[src/rtl/fc_output_layer.sv]
// LeNet-5 output layer: buffers one feature vector, then runs a serial
// MAC per class neuron against an external weight/bias ROM.
module fc_output_layer #(
    parameter int DATA_SIZE = 8,
    parameter int N_IN      = 84,
    parameter int ACC_W     = 24,
    parameter int SHIFT     = 7,
    parameter int W_ADDR_W  = 10
) (
    input  logic                      clk,
    input  logic                      rst,
    input  logic                      fc_start,
    input  logic                      in_vld,
    input  logic [DATA_SIZE-1:0]      in_data,
    output logic                      in_rdy,
    output logic                      w_rd,
    output logic [W_ADDR_W-1:0]       w_addr,
    input  logic [DATA_SIZE-1:0]      w_data,
    output logic                      fc_busy,
    output logic [10*DATA_SIZE-1:0]   fc_result,
    output logic                      classify_en
);

    localparam int CW = $clog2(N_IN + 2);
    localparam int IW = (N_IN > 1) ? $clog2(N_IN) : 1;
    localparam int PW = 2 * DATA_SIZE + 1;

    localparam logic [CW-1:0] K_LAST = CW'(N_IN - 1);
    localparam logic [CW-1:0] K_BIAS = CW'(N_IN);
    localparam logic [CW-1:0] K_WB   = CW'(N_IN + 1);

    typedef enum logic [1:0] {
        IDLE,
        LOAD,
        MAC,
        DONE
    } state_t;

    state_t                   state;
    logic [CW-1:0]            cnt;
    logic [3:0]               nrn;
    logic [DATA_SIZE-1:0]     fbuf [N_IN];
    logic [DATA_SIZE-1:0]     feat_q;
    logic signed [ACC_W-1:0]  acc;

    logic signed [PW-1:0]     feat_x;
    logic signed [PW-1:0]     wgt_x;
    logic signed [PW-1:0]     prod;
    logic signed [ACC_W-1:0]  prod_ext;
    logic signed [ACC_W-1:0]  bias_ext;
    logic signed [ACC_W-1:0]  total;
    logic signed [ACC_W-1:0]  shifted;
    logic [DATA_SIZE-1:0]     score;

    // feat_q is registered alongside the ROM read so it lines up with w_data
    assign feat_x   = {{(PW-DATA_SIZE){1'b0}}, feat_q};
    assign wgt_x    = {{(PW-DATA_SIZE){w_data[DATA_SIZE-1]}}, w_data};
    assign prod     = feat_x * wgt_x;
    assign prod_ext = {{(ACC_W-PW){prod[PW-1]}}, prod};
    assign bias_ext = {{(ACC_W-DATA_SIZE){w_data[DATA_SIZE-1]}}, w_data} <<< SHIFT;
    assign total    = acc + bias_ext;
    assign shifted  = total >>> SHIFT;

    always_comb begin
        score = '0;
        if (total[ACC_W-1])
            score = '0;
        else if (|shifted[ACC_W-1:DATA_SIZE])
            score = '1;
        else
            score = shifted[DATA_SIZE-1:0];
    end

    assign fc_busy = (state == LOAD) || (state == MAC);

    always_ff @(posedge clk or negedge rst) begin
        if (!rst) begin
            state       <= IDLE;
            cnt         <= '0;
            nrn         <= '0;
            feat_q      <= '0;
            acc         <= '0;
            in_rdy      <= 1'b0;
            w_rd        <= 1'b0;
            w_addr      <= '0;
            fc_result   <= '0;
            classify_en <= 1'b0;
            for (int i = 0; i < N_IN; i++)
                fbuf[i] <= '0;
        end else begin
            case (state)
                IDLE, DONE: begin
                    if (fc_start) begin
                        state       <= LOAD;
                        cnt         <= '0;
                        in_rdy      <= 1'b1;
                        w_addr      <= '0;
                        fc_result   <= '0;
                        classify_en <= 1'b0;
                    end else if (state == DONE) begin
                        classify_en <= 1'b1;
                    end
                end
                LOAD: begin
                    if (in_vld && in_rdy) begin
                        fbuf[cnt[IW-1:0]] <= in_data;
                        if (cnt == K_LAST) begin
                            state  <= MAC;
                            cnt    <= '0;
                            nrn    <= '0;
                            acc    <= '0;
                            in_rdy <= 1'b0;
                            w_rd   <= 1'b1;
                            w_addr <= '0;
                        end else begin
                            cnt <= cnt + CW'(1);
                        end
                    end
                end
                MAC: begin
                    if (cnt < K_BIAS)
                        feat_q <= fbuf[cnt[IW-1:0]];
                    if (cnt == K_WB) begin
                        // bias arrives now: fold it in and write the score
                        for (int i = 0; i < 10; i++)
                            if (nrn == 4'(i))
                                fc_result[(9-i)*DATA_SIZE +: DATA_SIZE] <= score;
                        acc <= '0;
                        cnt <= '0;
                        if (nrn == 4'd9) begin
                            state <= DONE;
                        end else begin
                            nrn    <= nrn + 4'd1;
                            w_rd   <= 1'b1;
                            w_addr <= w_addr + W_ADDR_W'(1);
                        end
                    end else begin
                        if (cnt != '0)
                            acc <= acc + prod_ext;
                        cnt <= cnt + CW'(1);
                        if (cnt < K_BIAS) begin
                            w_rd   <= 1'b1;
                            w_addr <= w_addr + W_ADDR_W'(1);
                        end else begin
                            w_rd <= 1'b0;
                        end
                    end
                end
                default: state <= IDLE;
            endcase
        end
    end

endmodule

[config.mk]
export PLATFORM = sky130hd
export DESIGN_NAME = fc_output_layer
export DESIGN_NICKNAME = d
export VERILOG_FILES = /design/src/rtl/fc_output_layer.sv
export SDC_FILE = /design/constraint.sdc
export NUM_CORES = 2
export LEC_CHECK = 0
export ABC_AREA = 0
export CAP_MARGIN = 20
export CORE_MARGIN = 1
export CORE_UTILIZATION = 58
export CTS_BUF_LIST = sky130_fd_sc_hd__clkbuf_8
export CTS_CLUSTER_SIZE = 40
export DETAILED_ROUTE_END_ITERATION = 10
export PLACE_DENSITY = 0.88
export SYNTH_ARGS = -nofsm -noshare
export SYNTH_HDL_FRONTEND = slang
export SYNTH_SLANG_ARGS = --single-unit
[constraint.sdc]
create_clock -name clk -period 4.6 [get_ports clk]
set_input_delay 0.92 -clock clk [delete_from_list [all_inputs] [get_ports clk]]
set_output_delay 0.92 -clock clk [all_outputs]
set_load 0.02 [all_outputs]
=== Word-level counts from Yosys, hierarchy flattened ===
Cells that the tools add are included.

* Flip-flop bits (word level): 810
* RAM bits: 0
* Output and inout bits: 94
* Memories: 0
* Input port bits: 20
* Latch bits: 0
* Bits in read-only memories: 0

* Divide/modulo/power cells: 0
* Shifts and indexed selects: 0
* $add $sub $neg: 5
* Bitwise operators: 1
* Mux-type cells: 61
* Equality and inequality tests: 32
* Multipliers: 1
* $lt $le $gt $ge: 3
* Reduce and logical (&&, ||, !) cells: 32

{| class="wikitable"
|+ Operators with widths
! operator !! number
|-
| bitwise mux 672 bit || 1
|-
| 2-to-1 mux 80 bit || 2
|-
| case mux 80 bit (2 select lines) || 1
|-
| 2-to-1 mux 8 bit || 15
|-
| 2-to-1 mux 24 bit || 4
|-
| 2-to-1 mux 10 bit || 6
|-
| binary-select mux 8 bit (select 7 bit) || 1
|-
| demux 8 bit (select 7 bit) || 1
|-
| AND reduction 4 bit || 13
|-
| case mux 24 bit (2 select lines) || 1
|-
| case mux 10 bit (3 select lines) || 1
|-
| 2-to-1 mux 7 bit || 4
|-
| != test 2 x 1 -> 1 bit, second input constant || 13
|-
| adder 24 x 15 -> 24 bit || 1
|-
| adder 24 x 17 -> 24 bit || 1
|-
| case mux 7 bit (3 select lines) || 1
|-
| multiplier 9 x 8 -> 17 bit || 1
|-
| equality test 4 x 3 -> 1 bit, second input constant || 4
|-
| 2-to-1 mux 4 bit || 4
|-
| AND reduction 5 bit || 3
|-
| equality test 7 bit, second input constant || 2
|-
| adder 10 x 1 -> 10 bit, second input constant || 1
|-
| 2-to-1 mux 1 bit || 10
|-
| 2-to-1 mux 2 bit || 5
|-
| other kinds (26) || 39
|}

=== Logic depth before layout (Yosys ltp) ===
* Word-level depth: 7
* Gate-level depth with buffers: 21
* Depth with buffers taken out: 20

=== Worst setup path before layout ===
OpenSTA, ideal clock, no wires.

* Path kind: input-to-reg
* From: in w_data[1]
* To: reg acc[21]
* Setup slack: -964 ps
* Setup time: 87 ps
* Buffers on the path: 1
* Stages on the path: 17
* Data required time: 4,513 ps
* Arrival: 5,478 ps
* Cell sequence: clkbuf_1 > nand2_1 > fa_1 > inv_1 > fa_1 > fa_1 > fa_1 > fa_1 > ha_1 > a21oi_1 > o22ai_1 > o2111ai_1 > a211oi_1 > o21a_1 > o21ai_0 > mux2_2 > o211ai_1

* Word-level cells in the longest chain between the ends: 5

{| class="wikitable"
|+ RTL lines
! item !! RTL line !! text
|-
| start, declared || 18 || <nowiki>input logic [DATA_SIZE-1:0] w_data,</nowiki>
|-
| multiplier 9 x 8 -> 17 bit || 58 || <nowiki>assign prod = feat_x * wgt_x;</nowiki>
|-
| adder 24 x 17 -> 24 bit || 139 || <nowiki>acc <= acc + prod_ext;</nowiki>
|-
| 2-to-1 mux 24 bit || 138 || <nowiki>if (cnt != '0)</nowiki>
|-
| 2-to-1 mux 24 bit || 123 || <nowiki>if (cnt == K_WB) begin</nowiki>
|-
| case mux 24 bit (2 select lines) || 91 || <nowiki>case (state)</nowiki>
|-
| end signal, assigned || 139 ||
|-
| end, declared || 44 || <nowiki>logic signed [ACC_W-1:0] acc;</nowiki>
|}

No other way between the ends. The select of a mux whose other input is x is not followed.
A chain may end at the register's enable or synchronous reset.

=== Final worst setup path ===
* From: reg feat_q[5]
* To: reg acc[23]

* Word-level cells in the longest chain between the ends: 5

{| class="wikitable"
|+ RTL lines
! item !! RTL line !! text
|-
| start, declared || 43 || <nowiki>logic [DATA_SIZE-1:0] feat_q;</nowiki>
|-
| start signal, assigned || 122 || <nowiki>feat_q <= fbuf[cnt[IW-1:0]];</nowiki>
|-
| multiplier 9 x 8 -> 17 bit || 58 ||
|-
| adder 24 x 17 -> 24 bit || 139 ||
|-
| 2-to-1 mux 24 bit || 138 ||
|-
| 2-to-1 mux 24 bit || 123 ||
|-
| case mux 24 bit (2 select lines) || 91 ||
|}

No other way between the ends. The select of a mux whose other input is x is not followed.

==> flow_summary_export.csv <==
group,metric,value,unit
outcome,status,"complete, but fails checks",
outcome,violations,"negative setup slack",
clock_tree,cts_root_buffer,"clkbuf_8",
worst_hold_path,hp-class,"input port to async pin",
placed_design,globalplace.congestion,0.894,
timing,max_slew_margin,0.196,
power,p_leak,22.7,nW
routing,wl_per_cell,25.6,µm
job,drv_cap,0,
synth,synth.most_common_cell,"dfrtp_1",
timing,fin_crit_sh,1.08,
worst_setup_path,r2r-start,"feat_q[5]",
timing,skew,0.0695,ns
clock_tree,cts.clk_slew.worst_paths,0.06,ns
grt,grt_max_degree,102,
floorplanning,num_rows,96,
worst_setup_path,cp_data_required_time,5.31,ns
worst_setup_path,cp_common_cell,"fa_1",
synth,synth-edff-count,0,
synth,syn_avg_cell_area,14.0,µm²
worst_setup_path,rr_endpoint,"acc[23]",
synth,synth_top_area_cell,"dfrtp_1",
timing,rsz0062_at_grt,"true",
floorplanning,initial_core_util,0.588,
clock_tree,cts_tree,"yes",
power,pwr_density_cell,585,nW/µm²
timing,hold_violations,0,
worst_setup_path,crit_arrival,5.66,ns
clock_tree,clkLatencyLatePin,0.82,ns
cells_and_area,area_growth,15.7,%
grt,grt.total_usage,0.314,
synth,netlist_instances,2874,
worst_setup_path,crit_type,"register to register",
synth,synthArstFlopShare,1.00,
timing,slew_viol_final,0,
synth,synth_common_cells,"810 x dfrtp_1, 757 x mux2_2, 185 x mux4_2",
synth,synth.area.top_cells,"dfrtp_1 50%, mux2_2 21%, mux4_2 10%, ha_1 3.0%, fa_1 2.9%",
timing,setup_tns,-1.88,ns
cells_and_area,stdcell_count,4201,
routing,drtAntennaViolNets,0,
synth,yosys_warnings,0,
worst_setup_path,rrSetupSlack,-0.36,ns
worst_setup_path,cp_slowest_cell,"fa_1",
routing,wirelength,108000,µm
clock_tree,cts_sinks,810,
synth,syn_nets,3050,
timing,timing.fmax,202,MHz
synth,synth.top_cell.area_share,0.502,
power,ir_drop,0.00155,V
grt,antenna_found_initial,2,
routing,drt_first_pass_iters,5,
synth,synth_area,40400,µm²
placed_design,dp_slack,-1.61,ns
clock_tree,numCtsBuffers,135,
timing,setup_slack,-0.356,ns
worst_setup_path,crit_fanout,7,
floorplanning,dieHeight,266,µm
routing,vias,26500,
worst_setup_path,worstRegToRegCells,16,
cells_and_area,fin_nets,3349,
synth,synth_cell_types,63,
routing,dr.first_iter.drc_count,2106,
floorplanning,io_pins,114,
grt,grt_pass1_vias,29100,
worst_setup_path,cp-start-kind,"register",
synth,ys_ff_latch,810,
floorplanning,die_x,266,µm
synth,synthFlopType,"dfrtp_1",
placed_design,dpl.hpwl,71200,µm
worst_setup_path,max_stage_delay,0.53,ns
timing,layout_min_cycle_time,4.96,ns
timing,setup-violations-final,11,
routing,drc,0,
timing,holdWs,0.209,ns
worst_setup_path,cp-end-kind,"register",
grt,overflow,0,
clock_tree,h-tree-depth,4,
routing,vias_per_cell,6.30,
cells_and_area,drive_gt1_frac,0.436,
synth,yosysSeqAreaShare,0.502,
placed_design,port_buffers,113,
placed_design,place_inst,3947,
floorplanning,die_area,70700,µm²
grt,grt_pass1_wl,168000,µm
timing,max_slew.worst_pin.slew,1.21,ns
floorplanning,coreArea,68700,µm²
clock_tree,cts_buffer_depth,3,
worst_setup_path,cp_cell_sequence,"nand2_2 > fa_1 > fa_1 > inv_1 > fa_1 > fa_1 > fa_1 > ha_4 > nand3_2 > o22ai_2 > o2111ai_2 > a211oi_2 > o2111a_1 > o31a_1 > o31ai_1 > a32o_1",
how the worst max path moves through the flow:
stage	end	cells after the start	from
4_1_cts	acc[23]	16	feat_q[5]
6_report	acc[23]	16	feat_q[5]
3_3_place_gp	acc[23]	17	w_data[7]
3_5_place_dp	acc[23]	16	w_data[7]
2_1_floorplan	acc[23]	17	w_data[0]
5_1_grt	acc[21]	18	feat_q[5]
cell families after synthesis:
| group | share of synthesized area |
|---|---|
| adder cells (fa/ha/maj) | 0.0593 |
| buffers and inverters | 0.0245 |
| XOR/XNOR | 0.00737 |
| AO/OA/AOI/OAI | 0.0357 |
| multiplexers | 0.324 |
| AND/OR/NAND/NOR | 0.0469 |
| flip-flops | 0.502 |
layout by cell type (no fill, tap or decap), types with 10 or more instances in the layout:
master and instances:
dfrtp_1 801, mux2_2 757, buf_4 190, mux4_2 185
clkbuf_8 157, inv_1 141, nand2_1 132, nor2_1 130
clkdlybuf4s50_1 96, ha_1 86, fa_1 55, a21oi_1 48
o21ai_0 42, mux2i_1 40, and2_1 29, xor2_1 23
nand3_1 22, o22ai_1 22, nor2b_1 18, a31oi_1 16
nand2b_1 14, buf_12 13, a22o_1 11, ha_4 11
nor3_1 10
per-layer routing:
metal,wire length [µm],track usage,up-vias
li1,-,-,11000
met3,8270,0.0722,401
met2,52400,0.508,1218
met4,5660,0.159,4
met5,81,0.00693,-
met1,41100,0.398,13800
final cells by class:
type	count	area [µm²]
multi-input combinational	1807	19400
inverter	96	364
clock buffer	157	2160
sequential	810	20300
timing repair buffer	323	2860
antenna	2	5.00
fill	4465	22000
clock inverter	75	428
tap	931	1160
power breakdown:
| group | leakage, nW | switching (mW) | total, mW | internal, mW |
|---|---|---|---|---|
| sequential | 11.2 | 0.465 | 8.08 | 7.62 |
| combinational | 10.0 | 6.76 | 13.1 | 6.31 |
| clock | 1.52 | 2.97 | 6.17 | 3.19 |
| total | 22.7 | 10.2 | 27.3 | 17.1 |
sequential cells by signal (all words and copies together), names as in the netlist:
name / flops
w_addr: 10
fc_result: 80
in_rdy: 1
fbuf: 672
state: 2
acc: 24
classify_en: 1
feat_q: 8
cnt: 7
nrn: 4
w_rd: 1
repair_timing:
action / in CTS / in global routing
hold endpoints to repair: 0 / 0
endpoints found under the setup margin: 15 / 15
setup buffers: 9 / 10
pin swaps: 41 / 27
hold buffers: 0 / 0
resized for setup: 52 / 31
per-stage QoR:
stage	utilization	total power, mW	area, µm²
final	0.680	27.3	46700
after global routing	0.680	28.9	46700
after CTS	0.677	26.1	46500
after detailed placement	0.636	19.3	43700
after global placement	0.636	18.9	43700
after floorplan	-	15.3	40500
worst max-delay path: cells and delay by family, from the launching register on:
| kind | cells | cell delay, ns |
|---|---|---|
| AND/OR/NAND/NOR | 2 | 0.15 |
| adder cells (fa/ha/maj) | 6 | 2.78 |
| AO/OA/AOI/OAI | 7 | 1.40 |
| flip-flops | 1 | 0.50 |
| buffers and inverters | 1 | 0.05 |
(Power assumes the default switching activity.)
